$ cat src/rtl/spi_controller_mcs.sv
`default_nettype none
// ============================================================================
// Module      : spi_controller_mcs
// Description : Parametrised full-duplex SPI controller with a small host
//               register file. Per-transfer word length, N_CS active-low chip
//               selects, CPOL/CPHA and LSB/MSB-first order are configurable.
// Optional    : SPI_LOOPBACK_EN - makes MODE[3] writable. When MODE[3]=1 the
//               RX path samples o_copi, and the chip selects stay high.
// Ports       : i_clk/i_rst_n     clock, synchronous active-low reset
//               i_ws_n/i_rs_n     register write/read strobes (active-low)
//               i_addr/i_data     register address, write data / TX word
//               i_request_tx      start a transfer of i_data when o_ready
//               o_data/o_rx_valid last received word, 1-cycle update pulse
//               o_reg_data        register read data (one cycle after i_rs_n)
//               o_ready           idle, accepting requests and config writes
//               o_sclk/o_copi/i_cipo/o_cs_n  SPI pins
// Revision    : 1.0 - initial release
// ============================================================================
module spi_controller_mcs #(
  parameter int DATA_W = 8,
  parameter int N_CS   = 4,
  parameter int DIV_W  = 8
) (
  input  logic              i_clk,
  input  logic              i_rst_n,
  input  logic              i_ws_n,
  input  logic              i_rs_n,
  input  logic [2:0]        i_addr,
  input  logic [DATA_W-1:0] i_data,
  input  logic              i_request_tx,
  output logic [DATA_W-1:0] o_data,
  output logic [DATA_W-1:0] o_reg_data,
  output logic              o_ready,
  output logic              o_rx_valid,
  output logic              o_sclk,
  output logic              o_copi,
  input  logic              i_cipo,
  output logic [N_CS-1:0]   o_cs_n
);

  // CW holds 2*DATA_W (sclk edge count); IW indexes a bit of a word.
  localparam int CW = $clog2(2 * DATA_W + 1);
  localparam int IW = $clog2(DATA_W);
  localparam logic [DATA_W-1:0] LEN_MAX = DATA_W'(DATA_W);

  typedef enum logic [2:0] {
    S_IDLE  = 3'd0,
    S_LEAD  = 3'd1,
    S_SHIFT = 3'd2,
    S_TRAIL = 3'd3,
    S_DONE  = 3'd4
  } state_e;

  state_e state_q, state_d;

  logic [3:0]        mode_q;
  logic [DATA_W-1:0] cs_sel_q, word_len_q, tx_q, rx_q, data_q, reg_data_q;
  logic [DIV_W-1:0]  clk_div_q, hcnt_q;
  logic [CW-1:0]     edge_q;
  logic              sclk_q, copi_q, sticky_q;

  logic              cpol_w, cpha_w, lsb_w, loop_w, busy_w, start_w, wr_en_w;
  logic              half_done_w, last_edge_w, sample_w, rx_in_w, cs_act_w;
  logic [DIV_W-1:0]  div_eff_w, half_m1_w;
  logic [CW-1:0]     len_w, bit_idx_w, next_idx_w;
  logic [N_CS-1:0]   cs_n_w;
  logic [DATA_W-1:0] rd_w;

  assign cpha_w = mode_q[0];
  assign cpol_w = mode_q[1];
  assign lsb_w  = mode_q[2];
`ifdef SPI_LOOPBACK_EN
  assign loop_w = mode_q[3];
`else
  assign loop_w = 1'b0;
`endif

  // Effective divider: 0/1 behave as 2, odd values round down via the >>1.
  assign div_eff_w   = (clk_div_q < DIV_W'(2)) ? DIV_W'(2) : clk_div_q;
  assign half_m1_w   = (div_eff_w >> 1) - DIV_W'(1);
  assign half_done_w = (hcnt_q == half_m1_w);

  assign len_w = (word_len_q == '0 || word_len_q > LEN_MAX) ? CW'(DATA_W) : CW'(word_len_q);

  // edge_q counts sclk toggles inside SHIFT; even = leading, odd = trailing.
  assign last_edge_w = (edge_q == ((len_w << 1) - CW'(1)));
  assign bit_idx_w   = edge_q >> 1;
  assign next_idx_w  = bit_idx_w + CW'(1);
  assign sample_w    = (edge_q[0] == cpha_w);
  assign rx_in_w     = loop_w ? copi_q : i_cipo;

  assign busy_w  = (state_q != S_IDLE);
  assign start_w = !busy_w && i_request_tx;
  assign wr_en_w = !busy_w && !i_ws_n;

  // Bit k of the serial stream in transmit order.
  function automatic logic pick_bit(input logic [DATA_W-1:0] w, input logic [CW-1:0] k,
                                    input logic [CW-1:0] len, input logic lsb);
    logic [CW-1:0] idx;
    idx = lsb ? k : (len - k - CW'(1));
    return w[IW'(idx)];
  endfunction

  // ---------------------------------------------------------------- FSM
  always_ff @(posedge i_clk) begin
    if (!i_rst_n) state_q <= S_IDLE;
    else          state_q <= state_d;
  end

  always_comb begin
    state_d = state_q;
    case (state_q)
      S_IDLE:  if (i_request_tx) state_d = S_LEAD;
      S_LEAD:  if (half_done_w) state_d = S_SHIFT;
      S_SHIFT: if (half_done_w && last_edge_w) state_d = S_TRAIL;
      S_TRAIL: if (half_done_w) state_d = S_DONE;
      S_DONE:  state_d = S_IDLE;
      default: state_d = S_IDLE;
    endcase
  end

  // ---------------------------------------------------------------- config
  always_ff @(posedge i_clk) begin
    if (!i_rst_n) begin
      cs_sel_q   <= '0;
      mode_q     <= '0;
      clk_div_q  <= DIV_W'(4);
      word_len_q <= LEN_MAX;
    end else if (wr_en_w) begin
      case (i_addr)
        3'd2: cs_sel_q <= i_data;
`ifdef SPI_LOOPBACK_EN
        3'd3: mode_q <= i_data[3:0];
`else
        3'd3: mode_q <= {1'b0, i_data[2:0]};
`endif
        3'd4: clk_div_q  <= DIV_W'(i_data);
        3'd5: word_len_q <= i_data;
        default: ;
      endcase
    end
  end

  always_comb begin
    rd_w = '0;
    case (i_addr)
      3'd1: rd_w = DATA_W'({busy_w, sticky_q, !busy_w});
      3'd2: rd_w = cs_sel_q;
      3'd3: rd_w = DATA_W'(mode_q);
      3'd4: rd_w = DATA_W'(clk_div_q);
      3'd5: rd_w = word_len_q;
      default: rd_w = '0;
    endcase
  end

  always_ff @(posedge i_clk) begin
    if (!i_rst_n)    reg_data_q <= '0;
    else if (!i_rs_n) reg_data_q <= rd_w;
  end

  // ---------------------------------------------------------------- datapath
  always_ff @(posedge i_clk) begin
    if (!i_rst_n) begin
      hcnt_q   <= '0;
      edge_q   <= '0;
      tx_q     <= '0;
      rx_q     <= '0;
      data_q   <= '0;
      sclk_q   <= 1'b0;
      copi_q   <= 1'b0;
      sticky_q <= 1'b0;
    end else begin
      if (!busy_w || half_done_w) hcnt_q <= '0;
      else                        hcnt_q <= hcnt_q + DIV_W'(1);

      if (start_w) begin
        tx_q   <= i_data;
        rx_q   <= '0;
        edge_q <= '0;
        // CPHA=0 needs the first bit on the line before the first leading edge.
        if (!cpha_w) copi_q <= pick_bit(i_data, '0, len_w, lsb_w);
      end

      if (state_q == S_SHIFT && half_done_w) begin
        sclk_q <= ~sclk_q;
        edge_q <= edge_q + CW'(1);
        if (sample_w) begin
          if (lsb_w) rx_q[IW'(bit_idx_w)] <= rx_in_w;
          else       rx_q <= {rx_q[DATA_W-2:0], rx_in_w};
        end else if (!cpha_w) begin
          if (next_idx_w < len_w) copi_q <= pick_bit(tx_q, next_idx_w, len_w, lsb_w);
        end else begin
          copi_q <= pick_bit(tx_q, bit_idx_w, len_w, lsb_w);
        end
      end else if (state_q != S_SHIFT) begin
        sclk_q <= cpol_w;
      end

      if (state_q == S_TRAIL && half_done_w) begin
        data_q   <= rx_q;
        sticky_q <= 1'b1;
      end else if (!i_rs_n && i_addr == 3'd1) begin
        sticky_q <= 1'b0;
      end
    end
  end

  // Out-of-range CS_SEL matches no index, so no select asserts.
  assign cs_act_w = !loop_w && (state_q == S_LEAD || state_q == S_SHIFT || state_q == S_TRAIL);
  always_comb begin
    cs_n_w = '1;
    for (int i = 0; i < N_CS; i++) begin
      cs_n_w[i] = !(cs_act_w && (cs_sel_q == DATA_W'(i)));
    end
  end

  assign o_data     = data_q;
  assign o_reg_data = reg_data_q;
  assign o_ready    = !busy_w;
  assign o_rx_valid = (state_q == S_DONE);
  assign o_sclk     = sclk_q;
  assign o_copi     = copi_q;
  assign o_cs_n     = cs_n_w;

endmodule
`default_nettype wire

$ cat config.mk
export PLATFORM = sky130hd
export DESIGN_NAME = spi_controller_mcs
export DESIGN_NICKNAME = d
export VERILOG_FILES = /design/src/rtl/spi_controller_mcs.sv
export SDC_FILE = /design/constraint.sdc
export NUM_CORES = 1
export LEC_CHECK = 0
export CORE_MARGIN = 2
export CORE_UTILIZATION = 58
export CTS_CLUSTER_DIAMETER = 60
export DETAILED_ROUTE_END_ITERATION = 10
export GPL_TIMING_DRIVEN = 1
export PLACE_DENSITY_LB_ADDON = 0.2
export SETUP_SLACK_MARGIN = 0.15
export SLEW_MARGIN = 20
export SYNTH_ARGS = -nofsm -noshare
export SYNTH_HDL_FRONTEND = slang
export SYNTH_SLANG_ARGS = --single-unit
$ cat constraint.sdc
create_clock -name i_clk -period 4.55 [get_ports i_clk]
set_clock_uncertainty 0.15 [all_clocks]
set_input_delay 0.91 -clock i_clk [delete_from_list [all_inputs] [get_ports i_clk]]
set_output_delay 0.91 -clock i_clk [all_outputs]
set_load 0.005 [all_outputs]
# Word-level counts from Yosys, hierarchy flattened
# Index checks and enable logic that the tools add are counted.
[word_totals] register_bits=78 wordCells=126 in_bits=17 output_inout_bits=24
[op_classes] magnitude_cmp=8 addsub=10 reduce_logical=35 n_eq_ne=20 n_bitwise=2 muxes=37
[ops] op="$mux W8" count=6
[ops] op="$pmux W8 S5" count=1
[ops] op="$mux W3" count=7
[ops] op="$eq A8 B2 Y1 const B" count=2
[ops] op="$logic_not A8 Y1" count=2
[ops] op="$lt A3 B4 Y1 const B" count=4
[ops] op="$mux W5" count=3
[ops] op="$mux W1" count=14
[ops] op="$eq A3 B2 Y1 const B" count=4
[ops] op="$pmux W3 S4" count=1
[ops] op="$logic_and A1 B1 Y1" count=11
[ops] op="$bmux W1 S3" count=3
[ops] op="$eq A3 B3 Y1 const B" count=3
[ops] op="$sub A3 B1 Y3 const B" count=3
[ops] op="$add A8 B1 Y8 const B" count=1
[ops] op="$bwmux W8" count=1
[ops] op="$eq A8 B1 Y1 const B" count=1
[ops] op="$eq A8 B8 Y1" count=1
[ops] op="$gt A8 B4 Y1 const B" count=1
[ops] op="$lt A8 B2 Y1 const B" count=1
[ops] op="$ne A2 B2 Y1 const B" count=4
[ops] op="$reduce_and A2 Y1" count=4
[ops] op="$sub A7 B1 Y8 const B" count=1
[ops] op="$logic_not A1 Y1" count=7
[ops] op="other kinds (18)" count=26

# Longest topological paths before layout
# Gate-level depths: netlist of run 1.
[depth] depth_word=13 mapped_depth=12 depth_no_buf=12

# Least setup slack after synthesis of run 1
# Ideal clock, no wire load.
[synth_timing] path_type="reg-to-reg" start="register clk_div_q[4]" end="register edge_q[0]" arrival_time_ps=3131 stages_incl_launch_ff=13 required_time_ps=4285 setup_time_ps=115 synth_period_minus_slack_ps=3395 path_slack_ps=1155 n_path_buf=2 path_cell_list="dfxtp_1 buf_6 or4_4 nor2_1 nor2_1 ha_1 xnor2_1 xnor2_1 or4_1 or4b_1 clkbuf_1 and3_1 o21a_1"
[synth_between] elab_chain_len=6 elab_cells_between_ends=7 cone_classes="1 x add/sub; 1 x order compare; 1 x eq/ne; 2 x mux; 2 x reduce/logical"
[synth_rtl] element="start: declaration" line="58" rtl="logic [DIV_W-1:0] clk_div_q, hcnt_q;"
[synth_rtl] element="start signal: assignment" line="137" rtl="3'd4: clk_div_q <= DIV_W'(i_data);"
[synth_rtl] element="$lt A8 B2 Y1" line="79" rtl="assign div_eff_w = (clk_div_q < DIV_W'(2)) ? DIV_W'(2) : clk_div_q;"
[synth_rtl] element="$mux W8 (*)" line="79"
[synth_rtl] element="$sub A7 B1 Y8 (*)" line="80" rtl="assign half_m1_w = (div_eff_w >> 1) - DIV_W'(1);"
[synth_rtl] element="$eq A8 B8 Y1 (*)" line="81" rtl="assign half_done_w = (hcnt_q == half_m1_w);"
[synth_rtl] element="$logic_and A1 B1 Y1 (*)" line="184" rtl="if (state_q == S_SHIFT && half_done_w) begin"
[synth_rtl] element="$mux W5 or $reduce_bool A2 Y1 (tied branches)"
[synth_rtl] element="end signal: assignment" line="186" rtl="edge_q <= edge_q + CW'(1);"
[synth_rtl] element="end: declaration" line="59" rtl="logic [CW-1:0] edge_q;"
# Every way passes the cells marked *; elsewhere a longest branch is shown, timed or not.
# A chain may end at the register's enable or synchronous reset.

# Final worst setup path of run 1
[layout_timing] start="register word_len_q[4]" end="register copi_q (netlist: o_copi)"
[layout_between] elab_chain_len=13 elab_cells_between_ends=25 cone_classes="5 x add/sub; 2 x order compare; 16 x mux; 2 x reduce/logical"
[layout_rtl] element="start: declaration" line="57" rtl="logic [DATA_W-1:0] cs_sel_q, word_len_q, tx_q, rx_q, data_q, reg_data_q;"
[layout_rtl] element="start signal: assignment" line="138" rtl="3'd5: word_len_q <= i_data;"
[layout_rtl] element="$gt A8 B4 Y1 or $logic_not A8 Y1 (tied branches)" line="83" rtl="assign len_w = (word_len_q == '0 || word_len_q > LEN_MAX) ? CW'(DATA_W) : CW'(word_len_q);"
[layout_rtl] element="$logic_or A1 B1 Y1" line="83"
[layout_rtl] element="$mux W5 (*)" line="83"
[layout_rtl] element="parallel branches: the longest is 9 deep, another holds $sub A3 B3 Y3"
[layout_rtl] element="$mux W1 (*)" line="184"
[layout_rtl] element="end signal: assignment" line="181" rtl="if (!cpha_w) copi_q <= pick_bit(i_data, '0, len_w, lsb_w);"
[layout_rtl] element="end signal: assignment" line="191" rtl="if (next_idx_w < len_w) copi_q <= pick_bit(tx_q, next_idx_w, len_w, lsb_w);"
[layout_rtl] element="end signal: assignment" line="193" rtl="copi_q <= pick_bit(tx_q, bit_idx_w, len_w, lsb_w);"
[layout_rtl] element="end: declaration" line="60" rtl="logic sclk_q, copi_q, sticky_q;"
# Mark *: on every way between the ends. The select of a mux whose other input is x is not followed.

==> results of run 1 <==
[cells in the mapped netlist, types with 5 or more instances]
cell	number
nor2b_1	10
and3_1	6
a22oi_1	15
o31ai_1	5
mux2i_1	36
nand2b_1	7
xor2_1	7
nand2_1	39
a31oi_1	13
nand3_1	31
and2_1	7
dfxtp_1	78
a21oi_1	29
nor3_1	6
o21ai_0	25
xnor2_1	12
nor2_1	62
ha_1	11
clkbuf_1	31
nand4_1	10
inv_1	17
[stage by stage]
stage | utilization | total power (µW) | hold slack, ns | worst slack [ns] | area (µm²)
2_1_floorplan | - | 851.9 | 0.2955 | 1.155 | 4553
3_3_place_gp | 0.6477 | 910.3 | 0.3109 | 1.031 | 4954
3_5_place_dp | 0.6477 | 914.5 | 0.3184 | 0.8759 | 4954
4_1_cts | 0.6752 | 1471 | 0.3302 | 0.8332 | 5164
5_1_grt | 0.6752 | 1526 | 0.3424 | 0.5524 | 5164
6_report | 0.6752 | 1469 | 0.3283 | 0.7978 | 5164
[sequential cells by signal (all words and copies together) (netlist names)]
register and count:
o_reg_data 8, mode_q 3, o_sclk 1, cs_sel_q 8, state_q 3, hcnt_q 8
sticky_q 1, tx_q 8, clk_div_q 8, word_len_q 8, edge_q 5, o_data 8
rx_q 8, o_copi 1
[cell families after synthesis]
family,Yosys count,share of synthesized area
flops,78,0.3430
buf+inv,56,0.05194
xor+xnor,21,0.04507
compound gates,124,0.1808
other cells,1,0.0008236
fa+ha+maj,13,0.03902
simple gates,211,0.2404
mux,42,0.09893
[worst max path at each step]
stage                                     from                      to  slack (ns)
detailed placement  word_len_q[4]$_SDFFE_PN0P_       o_copi$_SDFF_PN0_        0.88
finish              word_len_q[4]$_SDFFE_PN0P_       o_copi$_SDFF_PN0_        0.80
global route        word_len_q[4]$_SDFFE_PN0P_       o_copi$_SDFF_PN0_        0.55
CTS                 word_len_q[4]$_SDFFE_PN0P_       o_copi$_SDFF_PN0_        0.83
global placement    word_len_q[4]$_SDFFE_PN0P_       o_copi$_SDFF_PN0_        1.03
floorplan            clk_div_q[4]$_SDFFE_PN0P_  edge_q[0]$_SDFFE_PN0P_        1.15
[power by group through the flow]
stage,sequential (µW),combinational (µW),clock (µW)
5_1_grt,720,202,603
4_1_cts,717,183,571
2_1_floorplan,724,128,0
6_report,718,184,566
3_5_place_dp,733,181,0
3_3_place_gp,733,178,0
[critical path: cells and delay by family (launching register included)]
family / cells / cell delay, ns
mux: 3 / 1.44
fa+ha+maj: 1 / 0.29
flops: 1 / 0.34
simple gates: 2 / 0.64
compound gates: 3 / 0.53
buf+inv: 1 / 0.24
[final cells by class]
cell class              count  area share
clock inverters             6     0.01672
multi-input cells         412      0.5336
well taps                 102     0.02472
inverters                  17     0.01236
flip-flops and latches     78      0.3024
clock buffers               9     0.02399
repair buffers             46     0.08626
[per-layer routing]
metal,GRT usage,vias to the layer above
met4,0.1119,0
met1,0.3769,1994
met3,0.04882,29
li1,-,2015
met2,0.4386,162
met5,0,-
==> results by group, run 1 <==
Outcome
  – Outcome: completed

CTS
  – Clk sink count: 78
  – Root Buffer: clkbuf_8
  – Clock transition at path regs: 0.08 ns
  – Worst skew pair latency: 0.35 ns
  – Setup bufs post-CTS: 0
  – Post-cts resize count: 0
  – Total CTS buffers: 9
  – CTS tree: yes
  – Hold_buf cts: 0
  – Max clock buf depth: 2
  – H-tree depth: 3

Placed design
  – Hpwl dp: 8007 µm
  – Gpl congestion: 0.8666
  – Cells after DPL: 655
  – Port buffer count: 40

Synth
  – Syn Area/Cell: 8.339 µm²
  – Top-area cell type share of the netlist area: 0.3430
  – Register bit count reported by yosys: 78
  – Post-synth top area cell: dfxtp_1
  – Post-synthesis sequential area ratio: 0.3430
  – Netlist cell types: 64
  – Mapped Area: 0.004553 mm²
  – Synthesized netlist net count: 576
  – FFs w/ async S/R, synth: 0
  – Cell count after synthesis: 546
  – Top cells by area, synth: dfxtp_1, mux2i_1, nor2_1
  – Post-synth EDFFs: 0
  – Dominant synthesized flop cell: dfxtp_1
  – Yosys warning total: 0

Critical path
  – Slowest stage cell, crit path: mux2i_1
  – Crit path cell chain: nor4_1, nand3_1, inv_1, ha_1, mux2i_1, mux4_2, mux2_2, o31a_1, a32oi_1, a21oi_1
  – Crit-path max cell delay: 0.58 ns
  – Crit path kind: register to register
  – Startpoint types: register
  – CP Data Arrival Time: 3.82 ns
  – Setup crit end kind: register
  – Worst EP required: 4.62 ns
  – RR Endpoint: o_copi$_SDFF_PN0_
  – R2R cell count: 10
  – Critical Path Fanout Max: 6
  – Reg2Reg Setup Slack: 0.80 ns
  – R2r startpoint: word_len_q[4]$_SDFFE_PN0P_

Detailed routing
  – Initial DRC Count: 378
  – Max Used Layer: met4
  – Final antenna-violating net count: 0
  – Vias/cell: 6.269
  – Router iterations before antenna repair: 5
  – Wl on met1: 5061 µm
  – DR vias: 4200
  – DRC viols: 0
  – WL per Instance: 17.17 µm
  – WL met2: 5353 µm
  – Total Wirelength: 11510 µm
  – Met3 Wirelength: 767 µm

Power and ir drop
  – Net Sw Frac: 0.2643
  – VDD IR max: 222.3 µV
  – Gate power share: 0.125
  – Sequential Power Share: 0.489
  – Clock power share: 0.386
  – NetSw: 388.2 µW
  – Internal power: 1080 µW
  – Pwr Density: 284.4 mW/mm²
  – Lkg Pwr: 0.002019 µW

Global routing
  – Gr ovfl total: 0
  – First-pass GRT wire length: 19140 µm
  – Global Route Usage Sum: 0.2778
  – Largest net degree at the start of global routing: 59
  – Number of global-route vias before repair: 3903
  – Antenna violations before repair: 0

STA
  – Sum of negative setup slack: 0 ns
  – Endpoints failing setup: 0
  – Slew HR: 0.3941
  – Period utilization: 0.8247
  – Slew Limit Fails: 0
  – F_max: 266.5 MHz
  – Worst-Margin Slew: 0.9056 ns
  – RSZ-0062 raised after global routing: false
  – Hold Vio Cnt, Final: 0
  – Fin crit period: 3.752 ns

Die
  – Core Region: 0.007647 mm²
  – Die Ht: 92.60 µm
  – Starting Density: 0.5954
  – Die width: 92.60 µm
  – # rows: 32
  – Number of I/O pins: 41
  – Die area: 0.008575 mm²

Final layout
  – Fin nets: 594
  – Multi-input gate area: 0.002755 mm²
  – Most frequent cells in the layout: dfxtp_1, nor2_1, clkdlybuf4s50_1, nand2_1, mux2i_1
  – Area grow syn2layout: 13.41%
  – FF/Latch Area: 0.001562 mm²
  – Commonest non-fill, non-tap cell in the layout: dfxtp_1
  – Layout cells sized above 1: 0.07218
  – FILL cells: 644
  – Final cell count without fillers: 670
  – # diodes: 0

Min path
  – Hold Path End: o_data[4]$_SDFFE_PN0P_
  – Worst Hold Class: register to register
  – Hold path depth: 2
  – Hold_sp: o_data[4]$_SDFFE_PN0P_

Flow run
  – Max_cap viols: 0
Power figures use the tool's default switching activity.
==> run 2, diff against run 1 <==
==> constraint.sdc (replaced) <==
create_clock -name i_clk -period 3.7 [get_ports i_clk]
set_clock_uncertainty 0.15 [all_clocks]
set_input_delay 0.74 -clock i_clk [delete_from_list [all_inputs] [get_ports i_clk]]
set_output_delay 0.74 -clock i_clk [all_outputs]
set_load 0.005 [all_outputs]
==> run 2 against run 1 <==
Net effect:
- hold slack worse by 0.0031 ns
- critical endpoint unchanged
- maximum frequency up 9.7%
- register-to-register slack worse by 0.52 ns
- largest cell class unchanged
==> results by group, run 2 (same netlist as run 1, synthesis figures left out) <==
Die
  – Die width: 92.60 µm
  – Starting Density: 0.5954
  – # rows: 32
  – Core Region: 0.007647 mm²
  – Number of I/O pins: 41
  – Die area: 0.008575 mm²
  – Die Ht: 92.60 µm

Final layout
  – Area grow syn2layout: 15.99%
  – Fin nets: 606
  – Util after Layout: 0.6906
  – Commonest non-fill, non-tap cell in the layout: dfxtp_1
  – Most frequent cells in the layout: dfxtp_1, nor2_1, clkdlybuf4s50_1, nand2_1, mux2i_1
  – # diodes: 0
  – Final cell count without fillers: 683
  – Layout cells sized above 1: 0.09983

STA
  – Endpoints failing setup: 0
  – F_max: 292.2 MHz
  – Period utilization: 0.9248
  – Fin crit period: 3.422 ns
  – Slew Limit Fails: 0
  – Slew HR: 0.4573
  – Sum of negative setup slack: 0 ns
  – Hold Vio Cnt, Final: 0
  – Worst-Margin Slew: 0.8082 ns
  – Setup WS post-layout: 0.2781 ns
  – RSZ-0062 raised after global routing: true

Detailed routing
  – DR vias: 4261
  – Max Used Layer: met4
  – Final antenna-violating net count: 0
  – Met3 Wirelength: 783 µm
  – Wl on met1: 5094 µm
  – Total Wirelength: 11940 µm
  – Vias/cell: 6.239
  – Router iterations before antenna repair: 5
  – WL per Instance: 17.48 µm
  – WL met2: 5757 µm
  – Initial DRC Count: 368
  – DRC viols: 0

CTS
  – H-tree depth: 3
  – Root Buffer: clkbuf_8
  – Clock transition at path regs: 0.08 ns
  – Total CTS buffers: 9
  – Hold_buf cts: 0
  – Clk sink count: 78
  – Worst skew pair latency: 0.35 ns
  – Max clock buf depth: 2
  – CTS tree: yes

Critical path
  – Crit-path max cell delay: 0.58 ns
  – Crit path cell chain: or4_4, nor2_1, nand2_1, inv_1, fa_1, mux2_2, mux4_2, mux2_2, o31a_1, a32oi_1, a21oi_1
  – Slowest stage cell, crit path: or4_4
  – R2r startpoint: word_len_q[4]$_SDFFE_PN0P_
  – R2R cell count: 11
  – Crit path kind: register to register
  – Setup crit end kind: register
  – CP Data Arrival Time: 3.50 ns
  – Startpoint types: register
  – RR Endpoint: o_copi$_SDFF_PN0_
  – CP top delay family: simple AND/OR/NAND/NOR gates
  – CP bufs+invs: 1
  – Reg2Reg Setup Slack: 0.28 ns
  – Worst path most repeated cell: mux2_2
  – Critical Path Fanout Max: 6
  – Worst EP required: 3.78 ns

Global routing
  – Largest net degree at the start of global routing: 44
  – First-pass GRT wire length: 19550 µm
  – Antenna violations before repair: 0
  – Number of global-route vias before repair: 3994
  – Gr ovfl total: 0
  – Global Route Usage Sum: 0.2860

Power and ir drop
  – Lkg Pwr: 0.002086 µW
  – Tot Pwr: 1776 µW
  – VDD IR max: 344.0 µV
  – Pwr Density: 336.2 mW/mm²

Placed design
  – Dpl ws: 0.1625 ns
  – Cells after DPL: 666
  – Gpl congestion: 0.8909
  – Port buffer count: 40
  – Hpwl dp: 8431 µm

Min path
  – Worst Hold Class: register to register
  – Hold_sp: tx_q[6]$_SDFFE_PN0P_
  – Hold path depth: 2
  – Hold Path End: tx_q[6]$_SDFFE_PN0P_

Flow run
  – Max_cap viols: 0

Outcome
  – Outcome: completed
## run 2: cell types whose count changed in the layout (fill, tap and decap cells not counted), sizes merged
cell	previous run	this run
clkinvlp	1	2
clkbuf	9	11
buf	6	18
inv	18	17
bufinv	2	1
## run 2: timing repair
action                                 CTS  global route
setup buffers                            0             1
gates resized for setup                  0             6
endpoints found under the hold margin    0             0
setup endpoints to repair                0            16
## run 2: area by class of cell
cell class	instances	area, µm²
clock inverters	5	58.81
well taps	102	127.6
fillers	605	2366
multi-input cells	412	2776
flip-flops and latches	78	1562
repair buffers	58	551.8
inverters	17	63.81
clock buffers	11	141.4
## run 2: how the worst max path moves through the flow
stage | depth (start not counted) | end | start
3_5_place_dp | 10 | edge_q[0]$_SDFFE_PN0P_ | clk_div_q[5]$_SDFFE_PN0P_
2_1_floorplan | 12 | edge_q[0]$_SDFFE_PN0P_ | clk_div_q[4]$_SDFFE_PN0P_
6_report | 11 | o_copi$_SDFF_PN0_ | word_len_q[4]$_SDFFE_PN0P_
4_1_cts | 10 | edge_q[0]$_SDFFE_PN0P_ | clk_div_q[5]$_SDFFE_PN0P_
5_1_grt | 11 | o_copi$_SDFF_PN0_ | word_len_q[4]$_SDFFE_PN0P_
3_3_place_gp | 10 | edge_q[0]$_SDFFE_PN0P_ | clk_div_q[5]$_SDFFE_PN0P_
## run 2: stage by stage
stage	hold slack, ns	area (µm²)
2_1_floorplan	0.2955	4553
3_5_place_dp	0.3142	5049
3_3_place_gp	0.3085	5049
4_1_cts	0.3280	5249
6_report	0.3252	5281
5_1_grt	0.3544	5281
## run 2: layer usage
layer | vias up | GRT usage
met1 | 2012 | 0.3798
met2 | 187 | 0.4738
met4 | 0 | 0.1144
li1 | 2037 | -
met5 | - | 0
met3 | 25 | 0.03499
## run 2: report_power, final
part / switching (µW) / internal, µW / leakage, µW
clock: 321 / 330 / 0.0000955
sequential: 20.5 / 858 / 0.000631
combinational: 141 / 105 / 0.00136
## run 2: worst min-delay path, cell delays in order (launching register included)
cell	delay, ns
dfxtp_1	0.33
nand2_1	0.05
a21oi_1	0.05
==> run 3, diff against run 2 <==
--- a/config.mk
+++ b/config.mk
@@ -7,9 +7,11 @@
 export LEC_CHECK = 0
 export CORE_MARGIN = 2
 export CORE_UTILIZATION = 58
+export CTS_BUF_LIST = sky130_fd_sc_hd__clkbuf_16
 export CTS_CLUSTER_DIAMETER = 60
 export DETAILED_ROUTE_END_ITERATION = 10
 export GPL_TIMING_DRIVEN = 1
+export HOLD_SLACK_MARGIN = 0.15
 export PLACE_DENSITY_LB_ADDON = 0.2
 export SETUP_SLACK_MARGIN = 0.15
 export SLEW_MARGIN = 20
==> run 3 against run 2 <==
Net effect:
- sequential share of layout area shrank 0.54 points
- register-to-register slack worse by 0.07 ns
- count of clock-buffer cells in the layout shrank 2
- sequential power hardly changed
==> results by group, run 3 (same netlist as run 1, synthesis figures left out) <==
Outcome
  – Outcome: completed

Final layout
  – Fin nets: 607
  – Final instance area: 0.005380 mm²
  – Util after Layout: 0.7035
  – Area grow syn2layout: 18.16%
  – Layout cells sized above 1: 0.09966
  – Final cell count without fillers: 684
  – Most frequent cells in the layout: dfxtp_1, nor2_1, clkdlybuf4s50_1, nand2_1, mux2i_1
  – Commonest non-fill, non-tap cell in the layout: dfxtp_1
  – # diodes: 0

Critical path
  – Worst EP required: 3.75 ns
  – CP Data Arrival Time: 3.55 ns
  – Critical Path Fanout Max: 6
  – Setup crit end kind: register
  – Startpoint types: register
  – Crit path kind: register to register

Die
  – # rows: 32
  – Die area: 0.008575 mm²
  – Starting Density: 0.5954
  – Number of I/O pins: 41
  – Die width: 92.60 µm
  – Die Ht: 92.60 µm
  – Core Region: 0.007647 mm²

Detailed routing
  – Final antenna-violating net count: 0
  – Total Wirelength: 12340 µm
  – Vias/cell: 6.301
  – DR vias: 4310
  – DRC viols: 0
  – Initial DRC Count: 386
  – WL per Instance: 18.04 µm
  – Router iterations before antenna repair: 5

STA
  – Period utilization: 0.9445
  – Endpoints failing setup: 0
  – Setup WS post-layout: 0.2054 ns
  – Hold Vio Cnt, Final: 0
  – Slew Limit Fails: 0
  – Slew HR: 0.4562
  – Worst-Margin Slew: 0.8099 ns
  – F_max: 286.2 MHz
  – Fin crit period: 3.495 ns
  – RSZ-0062 raised after global routing: true
  – Sum of negative setup slack: 0 ns

Global routing
  – Antenna violations before repair: 0
  – Gr ovfl total: 0
  – Largest net degree at the start of global routing: 44
  – Global Route Usage Sum: 0.2901
  – First-pass GRT wire length: 19870 µm
  – Number of global-route vias before repair: 4059

Power and ir drop
  – Pwr Density: 370.3 mW/mm²
  – VDD IR max: 270.5 µV
  – Lkg Pwr: 0.002136 µW

Flow run
  – Max_cap viols: 0

CTS
  – Max clock buf depth: 2
  – H-tree depth: 3
  – Total CTS buffers: 9
  – Worst skew pair latency: 0.33 ns
  – Hold_buf cts: 0
  – Root Buffer: clkbuf_16
  – CTS tree: yes
  – Clock transition at path regs: 0.06 ns
  – Clk sink count: 78

Placed design
  – Post-DP Area: 0.005049 mm²
  – Port buffer count: 40
  – Gpl congestion: 0.8909
  – Hpwl dp: 8431 µm
  – Cells after DPL: 666
  – Dpl ws: 0.1625 ns

Min path
  – Worst Hold Class: register to register
## run 3: critical path, stage by stage, from the launching register on
cell	delay [ns]
dfxtp_1	0.35
nor4_2	0.36
nand3_1	0.22
inv_1	0.23
ha_1	0.24
fa_1	0.42
mux2_2	0.29
mux4_2	0.28
mux2_2	0.28
o31a_1	0.28
a32oi_1	0.21
a21oi_1	0.06
## run 3: repair_timing
item / in CTS / in global routing
pin swaps: 0 / 1
endpoints found under the setup margin: 1 / 21
resized for setup: 1 / 5
setup buffers: 0 / 2
## run 3: stage by stage
step	total power, µW	hold slack, ns
final	1992	0.3239
after global routing	2053	0.3510
after detailed placement	1135	0.3142
after CTS	1990	0.3248
after floorplan	1048	0.2955
after global placement	1129	0.3085
## run 3: final cells by class
class                   count  area (µm²)
repair buffers             59       559.3
fillers                   606        2267
clock inverters             7       66.31
clock buffers               9       225.2
inverters                  17       63.81
well taps                 102       127.6
multi-input cells         412        2776
flip-flops and latches     78        1562
## run 3: where the power goes
group / switching, µW / total, µW / internal (µW) / leakage (µW)
sequential: 20.9 / 880 / 859 / 0.000631
combinational: 142 / 247 / 105 / 0.00136
clock: 347 / 865 / 517 / 0.000140
total: 511 / 1990 / 1480 / 0.00214
## run 3: worst paths after layout
check / startpoint / cells past startpoint / slack [ns] / to
setup reg to reg: word_len_q[4]$_SDFFE_PN0P_ / 11 / 0.21 / o_copi$_SDFF_PN0_
hold reg to reg: sticky_q$_SDFFE_PN0P_ / 2 / 0.32 / sticky_q$_SDFFE_PN0P_
setup / recovery: word_len_q[4]$_SDFFE_PN0P_ / 11 / 0.21 / o_copi$_SDFF_PN0_
hold / removal: sticky_q$_SDFFE_PN0P_ / 2 / 0.32 / sticky_q$_SDFFE_PN0P_
## run 3: per-layer routing
layer	wire length [µm]	global-route usage	up-vias
li1	-	-	2039
met1	5220	0.3763	2070
met2	6084	0.4842	172
met3	726	0.03743	29
met4	306	0.1269	0
met5	0	0	-
